$ cat src/rtl/ad_sequencer_if.sv
// ad_sequencer_if
// Bundles the serial ADC pins, the published result and the UART
// start/busy handshake of the conversion sequencer.
//   master : the sequencer (drives ad_sclk/ad_cs_n, sample, tx_*, overrun)
//   slave  : the ADC + UART side (drives ad_dout, tx_busy)
interface ad_sequencer_if;
    logic       ad_sclk;
    logic       ad_cs_n;
    logic       ad_dout;
    logic [7:0] sample;
    logic       sample_valid;
    logic [7:0] tx_data;
    logic       tx_start;
    logic       tx_busy;
    logic       overrun;

    modport master (
        output ad_sclk, ad_cs_n, sample, sample_valid, tx_data, tx_start, overrun,
        input  ad_dout, tx_busy
    );

    modport slave (
        input  ad_sclk, ad_cs_n, sample, sample_valid, tx_data, tx_start, overrun,
        output ad_dout, tx_busy
    );
endinterface

$ cat src/rtl/ad_sequencer.sv
// ad_sequencer
// Launches periodic conversions on the 8-bit serial ADC, shifts in the
// result byte MSB first, optionally averages 2^AVG_LOG2 results, and
// publishes each result to the display path (sample/sample_valid) and to
// the UART transmitter through a start/busy handshake.
//
// Ports:
//   clk    : system clock
//   rstn   : asynchronous active-low reset
//   enable : conversions run while high; low aborts and clears run state
//   bus    : ad_sequencer_if.master (ADC pins, sample, tx handshake, overrun)
//
// Optional feature: define AD_SEQ_AVG_EN to average 2^AVG_LOG2 conversions
// per published result; undefined, every conversion is published directly.
module ad_sequencer #(
    parameter int CLK_DIV       = 4096,
    parameter int SAMPLE_PERIOD = 131072,
    parameter int CS_SETUP      = 64,
    parameter int AVG_LOG2      = 2
) (
    input  logic           clk,
    input  logic           rstn,
    input  logic           enable,
    ad_sequencer_if.master bus
);

    localparam int PER_W   = $clog2(SAMPLE_PERIOD);
    localparam int CNT_MAX = (CS_SETUP > CLK_DIV) ? CS_SETUP : CLK_DIV;
    localparam int CNT_W   = $clog2(CNT_MAX + 1);

    localparam logic [PER_W-1:0] PER_LAST   = PER_W'(SAMPLE_PERIOD - 1);
    localparam logic [CNT_W-1:0] SETUP_LAST = CNT_W'(CS_SETUP - 1);
    localparam logic [CNT_W-1:0] HALF_LAST  = CNT_W'(CLK_DIV - 1);

    typedef enum logic [1:0] {IDLE, SETUP, SHIFT, DONE} state_t;

    state_t           state;
    logic [PER_W-1:0] period_cnt;
    logic [CNT_W-1:0] phase_cnt;
    logic [2:0]       bit_cnt;
    logic [7:0]       shift_reg;
    logic             publish_req;
    logic [7:0]       publish_byte;
    logic             pending;

    logic             cs_n_q;
    logic             sclk_q;
    logic [7:0]       sample_q;
    logic             valid_q;
    logic [7:0]       tx_data_q;
    logic             tx_start_q;
    logic             overrun_q;

`ifdef AD_SEQ_AVG_EN
    localparam int ACC_W = 8 + AVG_LOG2;
    localparam logic [AVG_LOG2:0] AVG_LAST = (AVG_LOG2 + 1)'((1 << AVG_LOG2) - 1);

    logic [ACC_W-1:0]  acc;
    logic [AVG_LOG2:0] avg_cnt;
    logic [ACC_W-1:0]  acc_sum;

    assign acc_sum = acc + ACC_W'(shift_reg);
`else
    // AVG_LOG2 has no role without averaging; this sink keeps the parameter
    // list identical across both builds.
    logic unused_avg_log2;
    assign unused_avg_log2 = ^AVG_LOG2;
`endif

    // Whole sequencer in one registered process. Order of work per edge:
    // period counter, publish/tx stage (fed by DONE one cycle earlier),
    // conversion FSM, and overrun detection on a busy launch slot.
    // enable low overrides everything except the held sample value.
    always_ff @(posedge clk or negedge rstn) begin
        if (!rstn) begin
            state        <= IDLE;
            period_cnt   <= '0;
            phase_cnt    <= '0;
            bit_cnt      <= '0;
            shift_reg    <= '0;
            publish_req  <= 1'b0;
            publish_byte <= '0;
            pending      <= 1'b0;
            cs_n_q       <= 1'b1;
            sclk_q       <= 1'b0;
            sample_q     <= '0;
            valid_q      <= 1'b0;
            tx_data_q    <= '0;
            tx_start_q   <= 1'b0;
            overrun_q    <= 1'b0;
`ifdef AD_SEQ_AVG_EN
            acc          <= '0;
            avg_cnt      <= '0;
`endif
        end else if (!enable) begin
            state       <= IDLE;
            period_cnt  <= '0;
            phase_cnt   <= '0;
            bit_cnt     <= '0;
            publish_req <= 1'b0;
            pending     <= 1'b0;
            cs_n_q      <= 1'b1;
            sclk_q      <= 1'b0;
            valid_q     <= 1'b0;
            tx_start_q  <= 1'b0;
            overrun_q   <= 1'b0;
`ifdef AD_SEQ_AVG_EN
            acc         <= '0;
            avg_cnt     <= '0;
`endif
        end else begin
            valid_q     <= 1'b0;
            tx_start_q  <= 1'b0;
            publish_req <= 1'b0;

            period_cnt <= (period_cnt == PER_LAST) ? '0 : period_cnt + PER_W'(1);

            // A fresh publish always wins over a pending send so only the
            // newest byte reaches the UART.
            if (publish_req) begin
                sample_q  <= publish_byte;
                valid_q   <= 1'b1;
                tx_data_q <= publish_byte;
                pending   <= 1'b1;
            end else if (pending && !bus.tx_busy) begin
                tx_start_q <= 1'b1;
                pending    <= 1'b0;
            end

            case (state)
                IDLE: begin
                    if (period_cnt == '0) begin
                        state     <= SETUP;
                        cs_n_q    <= 1'b0;
                        phase_cnt <= '0;
                    end
                end
                SETUP: begin
                    if (phase_cnt == SETUP_LAST) begin
                        state     <= SHIFT;
                        phase_cnt <= '0;
                        bit_cnt   <= '0;
                    end else begin
                        phase_cnt <= phase_cnt + CNT_W'(1);
                    end
                end
                SHIFT: begin
                    if (phase_cnt == HALF_LAST) begin
                        phase_cnt <= '0;
                        if (!sclk_q) begin
                            sclk_q    <= 1'b1;
                            shift_reg <= {shift_reg[6:0], bus.ad_dout};
                        end else begin
                            sclk_q <= 1'b0;
                            if (bit_cnt == 3'd7) begin
                                state  <= DONE;
                                cs_n_q <= 1'b1;
                            end else begin
                                bit_cnt <= bit_cnt + 3'd1;
                            end
                        end
                    end else begin
                        phase_cnt <= phase_cnt + CNT_W'(1);
                    end
                end
                DONE: begin
                    state   <= IDLE;
                    bit_cnt <= '0;
`ifdef AD_SEQ_AVG_EN
                    if (avg_cnt == AVG_LAST) begin
                        publish_byte <= 8'(acc_sum >> AVG_LOG2);
                        publish_req  <= 1'b1;
                        acc          <= '0;
                        avg_cnt      <= '0;
                    end else begin
                        acc     <= acc_sum;
                        avg_cnt <= avg_cnt + (AVG_LOG2 + 1)'(1);
                    end
`else
                    publish_byte <= shift_reg;
                    publish_req  <= 1'b1;
`endif
                end
                default: state <= IDLE;
            endcase

            if (period_cnt == '0 && state != IDLE) begin
                overrun_q <= 1'b1;
            end
        end
    end

    assign bus.ad_cs_n      = cs_n_q;
    assign bus.ad_sclk      = sclk_q;
    assign bus.sample       = sample_q;
    assign bus.sample_valid = valid_q;
    assign bus.tx_data      = tx_data_q;
    assign bus.tx_start     = tx_start_q;
    assign bus.overrun      = overrun_q;

endmodule

$ cat src/flat_wrapper.sv
// flat-port wrapper written by rule: the top's interface ports become plain ports
module ad_sequencer_flat 
#(
    parameter int CLK_DIV       = 4096,
    parameter int SAMPLE_PERIOD = 131072,
    parameter int CS_SETUP      = 64,
    parameter int AVG_LOG2      = 2
)
  (clk, rstn, enable, bus_ad_sclk, bus_ad_cs_n, bus_sample, bus_sample_valid, bus_tx_data, bus_tx_start, bus_overrun, bus_ad_dout, bus_tx_busy);
  ad_sequencer_if bus_i ();
  input  logic clk;
  input  logic rstn;
  input  logic enable;
  output wire logic [$bits(bus_i.ad_sclk)-1:0] bus_ad_sclk;
  output wire logic [$bits(bus_i.ad_cs_n)-1:0] bus_ad_cs_n;
  output wire logic [$bits(bus_i.sample)-1:0] bus_sample;
  output wire logic [$bits(bus_i.sample_valid)-1:0] bus_sample_valid;
  output wire logic [$bits(bus_i.tx_data)-1:0] bus_tx_data;
  output wire logic [$bits(bus_i.tx_start)-1:0] bus_tx_start;
  output wire logic [$bits(bus_i.overrun)-1:0] bus_overrun;
  input wire logic [$bits(bus_i.ad_dout)-1:0] bus_ad_dout;
  input wire logic [$bits(bus_i.tx_busy)-1:0] bus_tx_busy;
  assign bus_ad_sclk = bus_i.ad_sclk;
  assign bus_ad_cs_n = bus_i.ad_cs_n;
  assign bus_sample = bus_i.sample;
  assign bus_sample_valid = bus_i.sample_valid;
  assign bus_tx_data = bus_i.tx_data;
  assign bus_tx_start = bus_i.tx_start;
  assign bus_overrun = bus_i.overrun;
  assign bus_i.ad_dout = bus_ad_dout;
  assign bus_i.tx_busy = bus_tx_busy;
  ad_sequencer #(.CLK_DIV(CLK_DIV), .SAMPLE_PERIOD(SAMPLE_PERIOD), .CS_SETUP(CS_SETUP), .AVG_LOG2(AVG_LOG2)) u_core (.clk(clk), .rstn(rstn), .enable(enable), .bus(bus_i));
endmodule
$ cat config.mk
export PLATFORM = sky130hd
export DESIGN_NAME = ad_sequencer_flat
export DESIGN_NICKNAME = d
export VERILOG_FILES = /design/src/rtl/ad_sequencer_if.sv /design/src/rtl/ad_sequencer.sv /design/src/flat_wrapper.sv
export SDC_FILE = /design/constraint.sdc
export NUM_CORES = 1
export LEC_CHECK = 0
export BUFFER_PORTS_ARGS = -buffer_cell sky130_fd_sc_hd__buf_2
export CAP_MARGIN = 20
export CORE_MARGIN = 8
export CORE_UTILIZATION = 45
export DETAILED_ROUTE_END_ITERATION = 7
export PLACE_DENSITY = 0.72
export SLEW_MARGIN = 0
export SYNTH_ARGS = -nofsm -noshare
export SYNTH_HDL_FRONTEND = slang
export SYNTH_SLANG_ARGS = --single-unit
$ cat constraint.sdc
create_clock -name clk -period 2.1 [get_ports clk]
set_input_delay 0.42 -clock clk [delete_from_list [all_inputs] [get_ports clk]]
set_output_delay 0.42 -clock clk [all_outputs]
set_load 0.005 [all_outputs]
==> results of run 1 <==
==> repair_timing <==
| item | in CTS | in global routing |
|---|---|---|
| gates resized for setup | 0 | 9 |
| hold buffers | 0 | 0 |
| buffers inserted | 0 | 8 |
| endpoints found under the hold margin | 0 | 0 |
| endpoints found under the setup margin | 0 | 18 |
==> Yosys cell counts, types with 2 or more instances <==
cell | n | area, um^2
nor2b_1 | 3 | 18.77
a21oi_1 | 6 | 30.03
a21o_1 | 2 | 15.01
o31ai_1 | 4 | 30.03
or3_1 | 4 | 25.02
or4_1 | 2 | 15.01
buf_4 | 8 | 60.06
nand2b_1 | 2 | 12.51
xnor2_1 | 6 | 52.55
o2bb2a_1 | 4 | 40.04
xor2_1 | 6 | 52.55
mux2i_1 | 2 | 20.02
ha_1 | 11 | 137.6
o21ai_1 | 2 | 10.01
o21ai_0 | 10 | 50.05
and2_1 | 2 | 12.51
inv_1 | 12 | 45.04
nand3_1 | 11 | 55.05
mux2_2 | 24 | 270.3
clkbuf_1 | 3 | 11.26
o21a_1 | 2 | 15.01
a22o_1 | 5 | 43.79
and3_1 | 3 | 18.77
nor2_1 | 24 | 90.09
dfrtp_1 | 65 | 1627
nor4_4 | 2 | 42.54
nand2_1 | 25 | 93.84
nand4_1 | 4 | 25.02
nor4b_1 | 2 | 17.52
nor3_1 | 6 | 30.03
mux2_1 | 3 | 33.78
nor4_1 | 6 | 37.54
==> layer usage <==
layer	part of all wire (%)	wire (um)	GRT usage, %	vias to the layer above
li1	-	-	-	1154
met1	47	2889	15.64	1149
met2	49	3024	21.18	28
met3	2.3	140	2.680	6
met4	1.3	82	6.644	0
met5	0	0	0	-
==> power groups by stage <==
stage,Clock [mW],Sequential [mW],Combinational [mW]
global placement,0,1.40,0.670
finish,0.952,1.38,0.754
floorplan,0,1.40,0.518
CTS,0.985,1.38,0.686
global route,1.04,1.39,0.853
detailed placement,0,1.40,0.683
==> critical path, cell delays in order (launching register included) <==
cell and delay [ns]:
dfrtp_1 0.43, nor4_1 0.40, nand4_1 0.15, buf_4 0.18, o211ai_4 0.26, buf_4 0.16, o21ai_0 0.07, a22o_2 0.26
==> layout make-up <==
| cell class | count | area (um^2) |
|---|---|---|
| clock buffers | 9 | 123.9 |
| repair buffers | 61 | 420.4 |
| clock inverters | 7 | 53.80 |
| flip-flops and latches | 66 | 1653 |
| fillers | 607 | 3228 |
| multi-input cells | 200 | 1528 |
| well taps | 99 | 123.9 |
| inverters | 12 | 45.04 |
==> worst min-delay path by stage <==
| stage | start | endpoint | cells after the start |
|---|---|---|---|
| detailed placement | rstn | u_core.period_cnt[2] | 2 |
| CTS | rstn | u_core.bus.sample[4] | 2 |
| finish | rstn | u_core.period_cnt[2] | 2 |
| global route | rstn | u_core.period_cnt[4] | 2 |
| floorplan | rstn | u_core.bit_cnt[0] | 0 |
| global placement | rstn | u_core.period_cnt[4] | 2 |
==> cell families after synthesis <==
family / Yosys count
buffers and inverters: 27
and+or+nand+nor: 105
AOI/OAI and AO/OA: 43
adders and majority gates: 11
DFF: 66
muxes: 29
xor gates and xnor gates: 12
==> implementation parameters, run 1 <==
Parameter                              Value

Outcome
  Outcome ... complete, no violations

Clock network
  Master cell of the clock root buffer ... clkbuf_8
  Clock network latency to the later pin of the worst-skew pair ... 0.33 ns
  Clock-pin slew on the worst setup and hold paths ... 0.07 ns
  Number of buffers created by CTS ... 9
  Number of clock sinks ... 66
  H-Tree Level Count ... 3
  Bufs on Longest Clock Path ... 2
  CTS tree ... done

Synthesis
  Adder and majority cell fraction of the synthesized area ... 4.154%
  Combinational family with the most area after synthesis ... simple AND/OR/NAND/NOR gates
  Area fraction in and, or, nand and nor cells after synthesis ... 17.48%
  Mapped Nets ... 309
  Cells after Synth ... 293
  Async set or reset register ratio after synthesis ... 100.0%
  Mean Syn Cell Area ... 11.31 um^2
  Count of state elements after synthesis ... 66
  Synthesized cell area ... 3313 um^2
  Count of cell types in the netlist ... 54
  Area fraction in compound gates after synthesis ... 9.819%
  Yosys warnings ... 0
  XOR/XNOR share of the synthesized area ... 3.172%
  Sequential element share of the synthesized area ... 49.89%
  Multiplexer share of the synthesized area ... 9.781%
  Number of enable flip-flop cells after synthesis ... 0
  Primary FF master, synth ... dfrtp_1

Critical path
  CP Class ... reg2reg
  Type of destination of the critical path ... flip-flop
  Count of cells along the worst register-to-register path ... 7
  R2R Path End ... u_core.phase_cnt[9]
  CP Launch Point ... u_core.period_cnt[4]
  CP Max Fanout ... 5
  End point of the critical path ... u_core.phase_cnt[9]
  Data required time of the critical path ... 2.32 ns
  Reg-to-reg critical path startpoint ... u_core.period_cnt[4]
  Data arrival time at the worst-slack endpoint ... 2.25 ns
  Register-to-register path setup slack ... 0.08 ns
  Startpoint types ... flip-flop

Timing
  Worst relative slew slack ... 70.05%
  Final WS setup ... 0.07795 ns
  Final critical path time including I/O delays and setup ... 2.022 ns
  Total negative setup slack ... 0 ns
  Final worst hold slack ... 0.08839 ns
  Least-Margin Pin Slew ... 0.4483 ns
  Final count of pins violating max slew ... 0
  Maximum achievable frequency ... 494.5 MHz
  Number of endpoints with negative hold slack in the final report ... 0
  Final Setup Violations ... 0
  Setup skew after layout ... 0.005385 ns
  Final Cycle Share ... 96.29%

Power
  Combinational Power Share ... 24.4%
  P per Cell Area ... 782.9 nW/um^2
  Leakage power summed over all cells ... 1.935 nW
  Sw power ... 0.9862 mW
  Sequential group share of total power ... 44.8%
  Part of the total power dissipated in the clock network ... 30.8%
  Sw frac ... 31.91%
  Total power after layout ... 3.090 mW
  Power Internal ... 2.104 mW
  Max rail drop VDD ... 593.1 uV

Finish
  Registers with the most flip-flops ... u_core.period_cnt: 17 flops, u_core.phase_cnt: 13 flops
  Post-route core utilization ... 55.01%
  Layout Cells excl Fill ... 454
  Number of flip-flops under the largest register name ... 17
  Final Cell Area ... 3948 um^2
  Most common cell after layout, fill and taps aside ... dfrtp_1
  Proportion of layout cells with a drive suffix above 1 ... 34.37%
  Diode insertion count for antenna repair ... 0
  Synthesis-to-layout area growth ... 19.15%
  Register name with the most flops ... u_core.period_cnt
  Final net count ... 366
  Leading cell types in the layout, fill and taps excluded ... dfrtp_1 (65), buf_4 (34), nand2_1 (25), buf_2 (25)

Flow run
  Max-cap viol count ... 0

Floorplan
  Floorplan row count ... 31
  Core Box Area ... 7176 um^2
  Ports ... 26
  Initial standard-cell utilization of the core ... 46.17%
  Die Footprint ... 10360 um^2
  Die Y ... 101.8 um
  Die W ... 101.8 um

Place
  Post-detailed-placement half-perimeter wirelength ... 4230 um
  Worst slack at placement ... 0.03936 ns
  Cell count after placement ... 430
  Placed cell area ... 3659 um^2
  Final weighted congestion in routability-driven placement ... 0.8401
  Port bufs ... 25

Global routing
  Number of global-route vias before repair ... 2337
  Pin count of the biggest net entering global routing ... 67
  Total congestion overflow ... 0
  First-pass GRT wire length ... 10510 um
  Initial antenna violation count ... 0
  Total GRT Usage ... 12.92%

Drt
  Number of routed nets with antenna violations ... 0
  Vias per inst ... 5.148
  Starting DRT DRC Count ... 71
  Total wire length ... 6137 um
  DR DRC count ... 0
  Vias after detailed routing ... 2337
  WL per Instance ... 13.52 um
  Pre-antenna DRT Iters ... 5

Worst hold path
  Path type of the worst min-delay path ... in2async
(Power assumes the default switching activity.)
==> run 2: changes to the inputs <==
MAX_ROUTING_LAYER = met4   (was unset)
==> run 2 against run 1 <==
Wire length about the same; utilization unchanged; total power about the same; largest power group unchanged; final cell count unchanged; final area unchanged; critical path depth unchanged; clock-buffer cell count unchanged; clock skew about the same; via count increased by 0.30%.
==> implementation parameters, run 2 (synthesized netlist as in run 1, its figures left out) <==
Parameter                              Value

Global routing
  Total GRT Usage ... 13.30% (was 12.92%)
  Total congestion overflow ... 0 (unchanged)
  Number of global-route vias before repair ... 2337 (unchanged)
  First-pass GRT wire length ... 10510 um (unchanged)
  Pin count of the biggest net entering global routing ... 67 (unchanged)
  Initial antenna violation count ... 0 (unchanged)

Drt
  Pre-antenna DRT Iters ... 5 (unchanged)
  Vias after detailed routing ... 2344 (was 2337)
  WL per Instance ... 13.52 um (about the same)
  DR DRC count ... 0 (unchanged)
  Starting DRT DRC Count ... 72 (was 71)
  Total wire length ... 6140 um (was 6137 um)
  Vias per inst ... 5.163 (was 5.148)
  Number of routed nets with antenna violations ... 0 (unchanged)

Power
  P per Cell Area ... 782.9 nW/um^2 (about the same)
  Leakage power summed over all cells ... 1.935 nW (unchanged)
  Sw frac ... 31.92% (was 31.91%)
  Combinational Power Share ... 24.4% (about the same)
  Part of the total power dissipated in the clock network ... 30.8% (about the same)
  Power Internal ... 2.104 mW (about the same)
  Sequential group share of total power ... 44.8% (about the same)
  Max rail drop VDD ... 593.1 uV (about the same)
  Sw power ... 0.9863 mW (was 0.9862 mW)

Critical path
  Register-to-register path setup slack ... 0.08 ns (about the same)
  CP Max Fanout ... 5 (unchanged)
  Data arrival time at the worst-slack endpoint ... 2.24 ns (was 2.25 ns)
  Crit-path most repeated cell ... buf_4 (unchanged)
  CP Launch Point ... u_core.period_cnt[4] (unchanged)
  Series of cell instances along the critical path ... nor4_1, nand4_1, buf_4, o211ai_4, buf_4, o21ai_0, a22o_2 (unchanged)
  Startpoint types ... flip-flop (unchanged)
  Top Family by Delay on Critical Path ... compound AO/OA/AOI/OAI gates (unchanged)
  Count of cells along the worst register-to-register path ... 7 (unchanged)
  Reg-to-reg critical path startpoint ... u_core.period_cnt[4] (unchanged)
  Type of destination of the critical path ... flip-flop (unchanged)
  Maximum single-stage delay on the critical path ... 0.43 ns (about the same)
  CP Class ... reg2reg (unchanged)
  Number of cells on the critical path ... 7 (unchanged)
  Data required time of the critical path ... 2.32 ns (about the same)
  R2R Path End ... u_core.phase_cnt[9] (unchanged)
  Buf/Inv on CP ... 2 (unchanged)
  CP max stage cell ... dfrtp_1 (unchanged)

Timing
  Least-Margin Pin Slew ... 0.4520 ns (was 0.4483 ns)
  Worst relative slew slack ... 69.80% (was 70.05%)
  Setup skew after layout ... 0.005400 ns (was 0.005385 ns)
  Final Cycle Share ... 96.23% (was 96.29%)
  Maximum achievable frequency ... 494.8 MHz (was 494.5 MHz)
  Number of endpoints with negative hold slack in the final report ... 0 (unchanged)
  Final WS setup ... 0.07911 ns (was 0.07795 ns)
  Final Setup Violations ... 0 (unchanged)
  Final critical path time including I/O delays and setup ... 2.021 ns (was 2.022 ns)
  Final count of pins violating max slew ... 0 (unchanged)

Finish
  Number of flip-flops under the largest register name ... 17 (unchanged)
  Proportion of layout cells with a drive suffix above 1 ... 34.37% (unchanged)
  Leading cell types in the layout, fill and taps excluded ... dfrtp_1 (65), buf_4 (34), nand2_1 (25), buf_2 (25) (unchanged)
  Sequential standard cell area ... 1653 um^2 (unchanged)
  Footprint of the multi-input gates ... 1528 um^2 (unchanged)
  Final Cell Area ... 3948 um^2 (unchanged)
  Synthesis-to-layout area growth ... 19.15% (unchanged)
  Filler cells ... 607 (unchanged)
  Most common cell after layout, fill and taps aside ... dfrtp_1 (unchanged)
  Register name with the most flops ... u_core.period_cnt (unchanged)
  Diode insertion count for antenna repair ... 0 (unchanged)
  Registers with the most flip-flops ... u_core.period_cnt: 17 flops, u_core.phase_cnt: 13 flops (unchanged)
  Final net count ... 366 (unchanged)

Floorplan
  Floorplan row count ... 31 (unchanged)
  Core Box Area ... 7176 um^2 (unchanged)
  Initial standard-cell utilization of the core ... 46.17% (unchanged)
  Die W ... 101.8 um (unchanged)
  Ports ... 26 (unchanged)
  Die Footprint ... 10360 um^2 (unchanged)
  Die Y ... 101.8 um (unchanged)

Place
  Final weighted congestion in routability-driven placement ... 0.8530 (was 0.8401)
  Placed cell area ... 3659 um^2 (unchanged)
  Port bufs ... 25 (unchanged)
  Post-detailed-placement half-perimeter wirelength ... 4230 um (unchanged)
  Worst slack at placement ... 0.03936 ns (unchanged)

Clock network
  H-Tree Level Count ... 3 (unchanged)
  Number of buffers created by CTS ... 9 (unchanged)
  Clock network latency to the later pin of the worst-skew pair ... 0.33 ns (about the same)
  Hold-fix buffer count after cts ... 0 (unchanged)
  Number of clock sinks ... 66 (unchanged)
  Bufs on Longest Clock Path ... 2 (unchanged)
  CTS tree ... done (unchanged)
  Clock-pin slew on the worst setup and hold paths ... 0.07 ns (about the same)
  Master cell of the clock root buffer ... clkbuf_8 (unchanged)

Outcome
  Outcome ... complete, no violations (unchanged)

Worst hold path
  Path type of the worst min-delay path ... in2async (unchanged)

Flow run
  Max-cap viol count ... 0 (unchanged)
[run 2: cell counts in the layout (fill, tap and decap cells not counted)]
No cell type changed its count.
[run 2: power by group through the flow]
stage / logic [mW] / clock network, mW / registers, mW
final: 0.754 / 0.952 / 1.38
after CTS: 0.686 / 0.985 / 1.38
after global routing: 0.854 / 1.04 / 1.39
after detailed placement: 0.683 / 0 / 1.40
after floorplan: 0.518 / 0 / 1.40
after global placement: 0.670 / 0 / 1.40
[run 2: layout make-up]
class	instances	share of cell area (%)
repair buffers	61	10.65
inverters	12	1.141
well taps	99	3.138
clock buffers	9	3.138
flip-flops and latches	66	41.87
multi-input cells	200	38.70
clock inverters	7	1.363
[run 2: layer usage]
layer  up-vias  global-route usage, %  part of all wire [%]  wire length, um
li1       1154                      -                     -                -
met1      1151                  15.64                    47             2875
met2        33                  21.18                    49             3007
met3         6                  2.680                   2.9              175
met4         0                  6.644                   1.3               82
met5         -                      -                     0                0
[run 2: stage by stage]
step / TNS (ns) / instances / hold WS, ns / utilization, % / total power [mW]
3_5_place_dp: 0 / 430 / 0.4658 / 50.99 / 2.087
5_1_grt: -0.01588 / 454 / 0.1102 / 55.01 / 3.288
6_report: 0 / 454 / 0.08862 / 55.01 / 3.090
3_3_place_gp: 0 / 430 / 0.4668 / 50.99 / 2.071
4_1_cts: 0 / 446 / 0.09914 / 53.46 / 3.051
2_1_floorplan: 0 / 293 / 0.1244 / - / 1.918
[run 2: worst max path at each step]
stage	to	slack, ns
2_1_floorplan	u_core.period_cnt[10]	0.06
3_3_place_gp	u_core.bit_cnt[0]	0.06
4_1_cts	u_core.phase_cnt[8]	0.01
6_report	u_core.phase_cnt[9]	0.08
5_1_grt	u_core.bit_cnt[2]	-0.01
3_5_place_dp	u_core.phase_cnt[8]	0.04
[run 2: worst register-to-register path: cells and delay by family (launching register included)]
family                 cells  cell delay [ns]
AOI/OAI and AO/OA          3             0.59
and+or+nand+nor            2             0.55
DFF                        1             0.43
buffers and inverters      2             0.34
[run 2: timing repair]
action / 4_1_cts / 5_1_grt
buffers inserted: 0 / 8
gates resized for setup: 0 / 9
endpoints found under the setup margin: 0 / 18
==> run 3: changes to the inputs <==
PLACE_DENSITY = 0.7   (was 0.72)
RECOVER_POWER = 25   (was unset)
clock period = 2.4 ns   (was 2.1 ns; I/O delays follow)
==> run 3 against run 2 <==
The flow now finishes with violations (capacitance limit, slew limit); clock-buffer cell count rose by 4; die area unchanged; largest cell class unchanged; wire length fell by 3.0%; critical path depth down 2; total power fell by 10%; combinational power down 30%.
==> implementation parameters, run 3 (synthesized netlist as in run 1, its figures left out) <==
Parameter                              Value

Clock network
  Number of clock sinks ... 66 (unchanged)
  CTS tree ... done (unchanged)
  H-Tree Level Count ... 3 (unchanged)
  Post-CTS setup buffers ... 0 (unchanged)
  Number of buffers created by CTS ... 9 (unchanged)
  Clock-pin slew on the worst setup and hold paths ... 0.07 ns (about the same)
  CTS resizes ... 0 (unchanged)
  Hold-fix buffer count after cts ... 0 (unchanged)
  Clock network latency to the later pin of the worst-skew pair ... 0.34 ns (was 0.33 ns)
  Master cell of the clock root buffer ... clkbuf_8 (unchanged)
  Bufs on Longest Clock Path ... 2 (unchanged)

Critical path
  R2R Path End ... u_core.bit_cnt[0] (was u_core.phase_cnt[9])
  Type of destination of the critical path ... flip-flop (unchanged)
  Data required time of the critical path ... 2.62 ns (was 2.32 ns)
  Register-to-register path setup slack ... 0.25 ns (was 0.08 ns)
  Reg-to-reg critical path startpoint ... u_core.phase_cnt[9] (was u_core.period_cnt[4])
  End point of the critical path ... u_core.bit_cnt[0] (was u_core.phase_cnt[9])
  Startpoint types ... flip-flop (unchanged)
  CP Max Fanout ... 6 (was 5)
  Data arrival time at the worst-slack endpoint ... 2.37 ns (was 2.24 ns)
  Count of cells along the worst register-to-register path ... 5 (was 7)
  CP Launch Point ... u_core.phase_cnt[9] (was u_core.period_cnt[4])
  CP Class ... reg2reg (unchanged)

Finish
  Registers with the most flip-flops ... u_core.period_cnt: 17 flops, u_core.phase_cnt: 13 flops (unchanged)
  Number of flip-flops under the largest register name ... 17 (unchanged)
  Diode insertion count for antenna repair ... 0 (unchanged)
  Proportion of layout cells with a drive suffix above 1 ... 25.08% (was 34.37%)
  Filler cells ... 636 (was 607)
  Leading cell types in the layout, fill and taps excluded ... dfrtp_1 (65), nand2_1 (25), buf_2 (25), nor2_1 (24), mux2_2 (24) (was dfrtp_1 (65), buf_4 (34), nand2_1 (25), buf_2 (25))
  Register name with the most flops ... u_core.period_cnt (unchanged)
  Synthesis-to-layout area growth ... 10.84% (was 19.15%)
  Most common cell after layout, fill and taps aside ... dfrtp_1 (unchanged)
  Final net count ... 335 (was 366)

Floorplan
  Core Box Area ... 7176 um^2 (unchanged)
  Die Y ... 101.8 um (unchanged)
  Floorplan row count ... 31 (unchanged)
  Die Footprint ... 10360 um^2 (unchanged)
  Die W ... 101.8 um (unchanged)
  Initial standard-cell utilization of the core ... 46.17% (unchanged)
  Ports ... 26 (unchanged)

Global routing
  Total GRT Usage ... 13.43% (was 13.30%)
  Pin count of the biggest net entering global routing ... 67 (unchanged)
  Initial antenna violation count ... 0 (unchanged)
  Total congestion overflow ... 0 (unchanged)
  Number of global-route vias before repair ... 2251 (was 2337)
  First-pass GRT wire length ... 10530 um (was 10510 um)

Timing
  Maximum achievable frequency ... 465.6 MHz (was 494.8 MHz)
  Setup skew after layout ... 0.008109 ns (was 0.005400 ns)
  Worst relative slew slack ... -6.431% (was 69.80%)
  Final Cycle Share ... 89.49% (was 96.23%)
  Least-Margin Pin Slew ... 1.596 ns (was 0.4520 ns)
  Final Setup Violations ... 0 (unchanged)
  Final count of pins violating max slew ... 67 (was 0)
  RSZ-0062 raised after global routing ... false
  Final critical path time including I/O delays and setup ... 2.148 ns (was 2.021 ns)
  Total negative setup slack ... 0 ns (unchanged)
  Number of endpoints with negative hold slack in the final report ... 0 (unchanged)
  Final WS setup ... 0.2521 ns (was 0.07911 ns)

Power
  P per Cell Area ... 757.0 nW/um^2 (was 782.9 nW/um^2)
  Leakage power summed over all cells ... 1.787 nW (was 1.935 nW)
  Max rail drop VDD ... 377.1 uV (was 593.1 uV)

Drt
  Vias per inst ... 5.265 (was 5.163)
  Vias after detailed routing ... 2222 (was 2344)
  DR DRC count ... 0 (unchanged)
  Total wire length ... 5958 um (was 6140 um)
  WL per Instance ... 14.12 um (was 13.52 um)
  Number of routed nets with antenna violations ... 0 (unchanged)
  Starting DRT DRC Count ... 75 (was 72)
  Pre-antenna DRT Iters ... 4 (was 5)

Place
  Worst slack at placement ... 0.2370 ns (was 0.03936 ns)
  Final weighted congestion in routability-driven placement ... 0.8336 (was 0.8530)
  Port bufs ... 25 (unchanged)
  Post-detailed-placement half-perimeter wirelength ... 4121 um (was 4230 um)

Outcome
  Violated checks ... capacitance limit, slew limit
  Outcome ... finished with violations (was complete, no violations)

Worst hold path
  Path type of the worst min-delay path ... in2reg (was in2async)

Flow run
  Max-cap viol count ... 1 (was 0)
run 3: cell types whose count changed in the layout (fill, tap and decap cells not counted), sizes merged:
cell	delta
buf	-32
bufinv	+2
clkbuf	+5
clkinv	-2
clkinvlp	-3
inv	-2
run 3: per-stage QoR:
step                hold slack, ns  area [um^2]  util [%]  std cells  power (mW)
floorplan                   0.1844         3313         -        293       1.678
global placement            0.4421         3468     48.33        407       1.762
detailed placement          0.4416         3468     48.33        407       1.771
CTS                         0.1513         3687     51.39        422       2.820
global route                0.3087         3672     51.18        422       2.924
finish                      0.3046         3672     51.18        422       2.780
run 3: area by class of cell:
class                      instances  area [um^2]  share of cell area [%]
sequential                        66         1653                   45.01
clock inverter                     2        60.06                   1.635
clock buffer                      13        158.9                   4.327
timing repair buffer              30        160.2                   4.361
multi-input combinational        200         1471                   40.07
inverter                          12        45.04                   1.227
tap                               99        123.9                   3.373
run 3: layer usage:
layer	part of all wire, %	vias to the layer above	global-route usage (%)
li1	-	1090	-
met1	46	1098	15.14
met2	49	24	21.48
met3	3.3	10	4.192
met4	1.8	0	5.842
met5	0	-	-
run 3: power by group:
group	internal, mW	leakage (nW)	switching, mW
Sequential	1.17	0.912	0.0437
Combinational	0.207	0.765	0.324
Clock	0.637	0.110	0.398
run 3: worst min path at each step:
stage | startpoint | to | slack [ns] | cells past startpoint
finish | bus_tx_busy | u_core.bus.tx_start | 0.30 | 2
global route | bus_tx_busy | u_core.bus.tx_start | 0.31 | 2
CTS | rstn | u_core.period_cnt[4] | 0.15 | 2
detailed placement | u_core.publish_req | u_core.bus.tx_start | 0.44 | 1
global placement | u_core.publish_req | u_core.bus.tx_start | 0.44 | 1
floorplan | rstn | u_core.bit_cnt[0] | 0.18 | 0
run 3: critical path, cell delays in order, from the launching register on:
cell	delay, ns
dfrtp_1	0.43
or4_4	0.57
nor4_4	0.29
o22ai_2	0.15
nor3_4	0.26
mux2_1	0.34
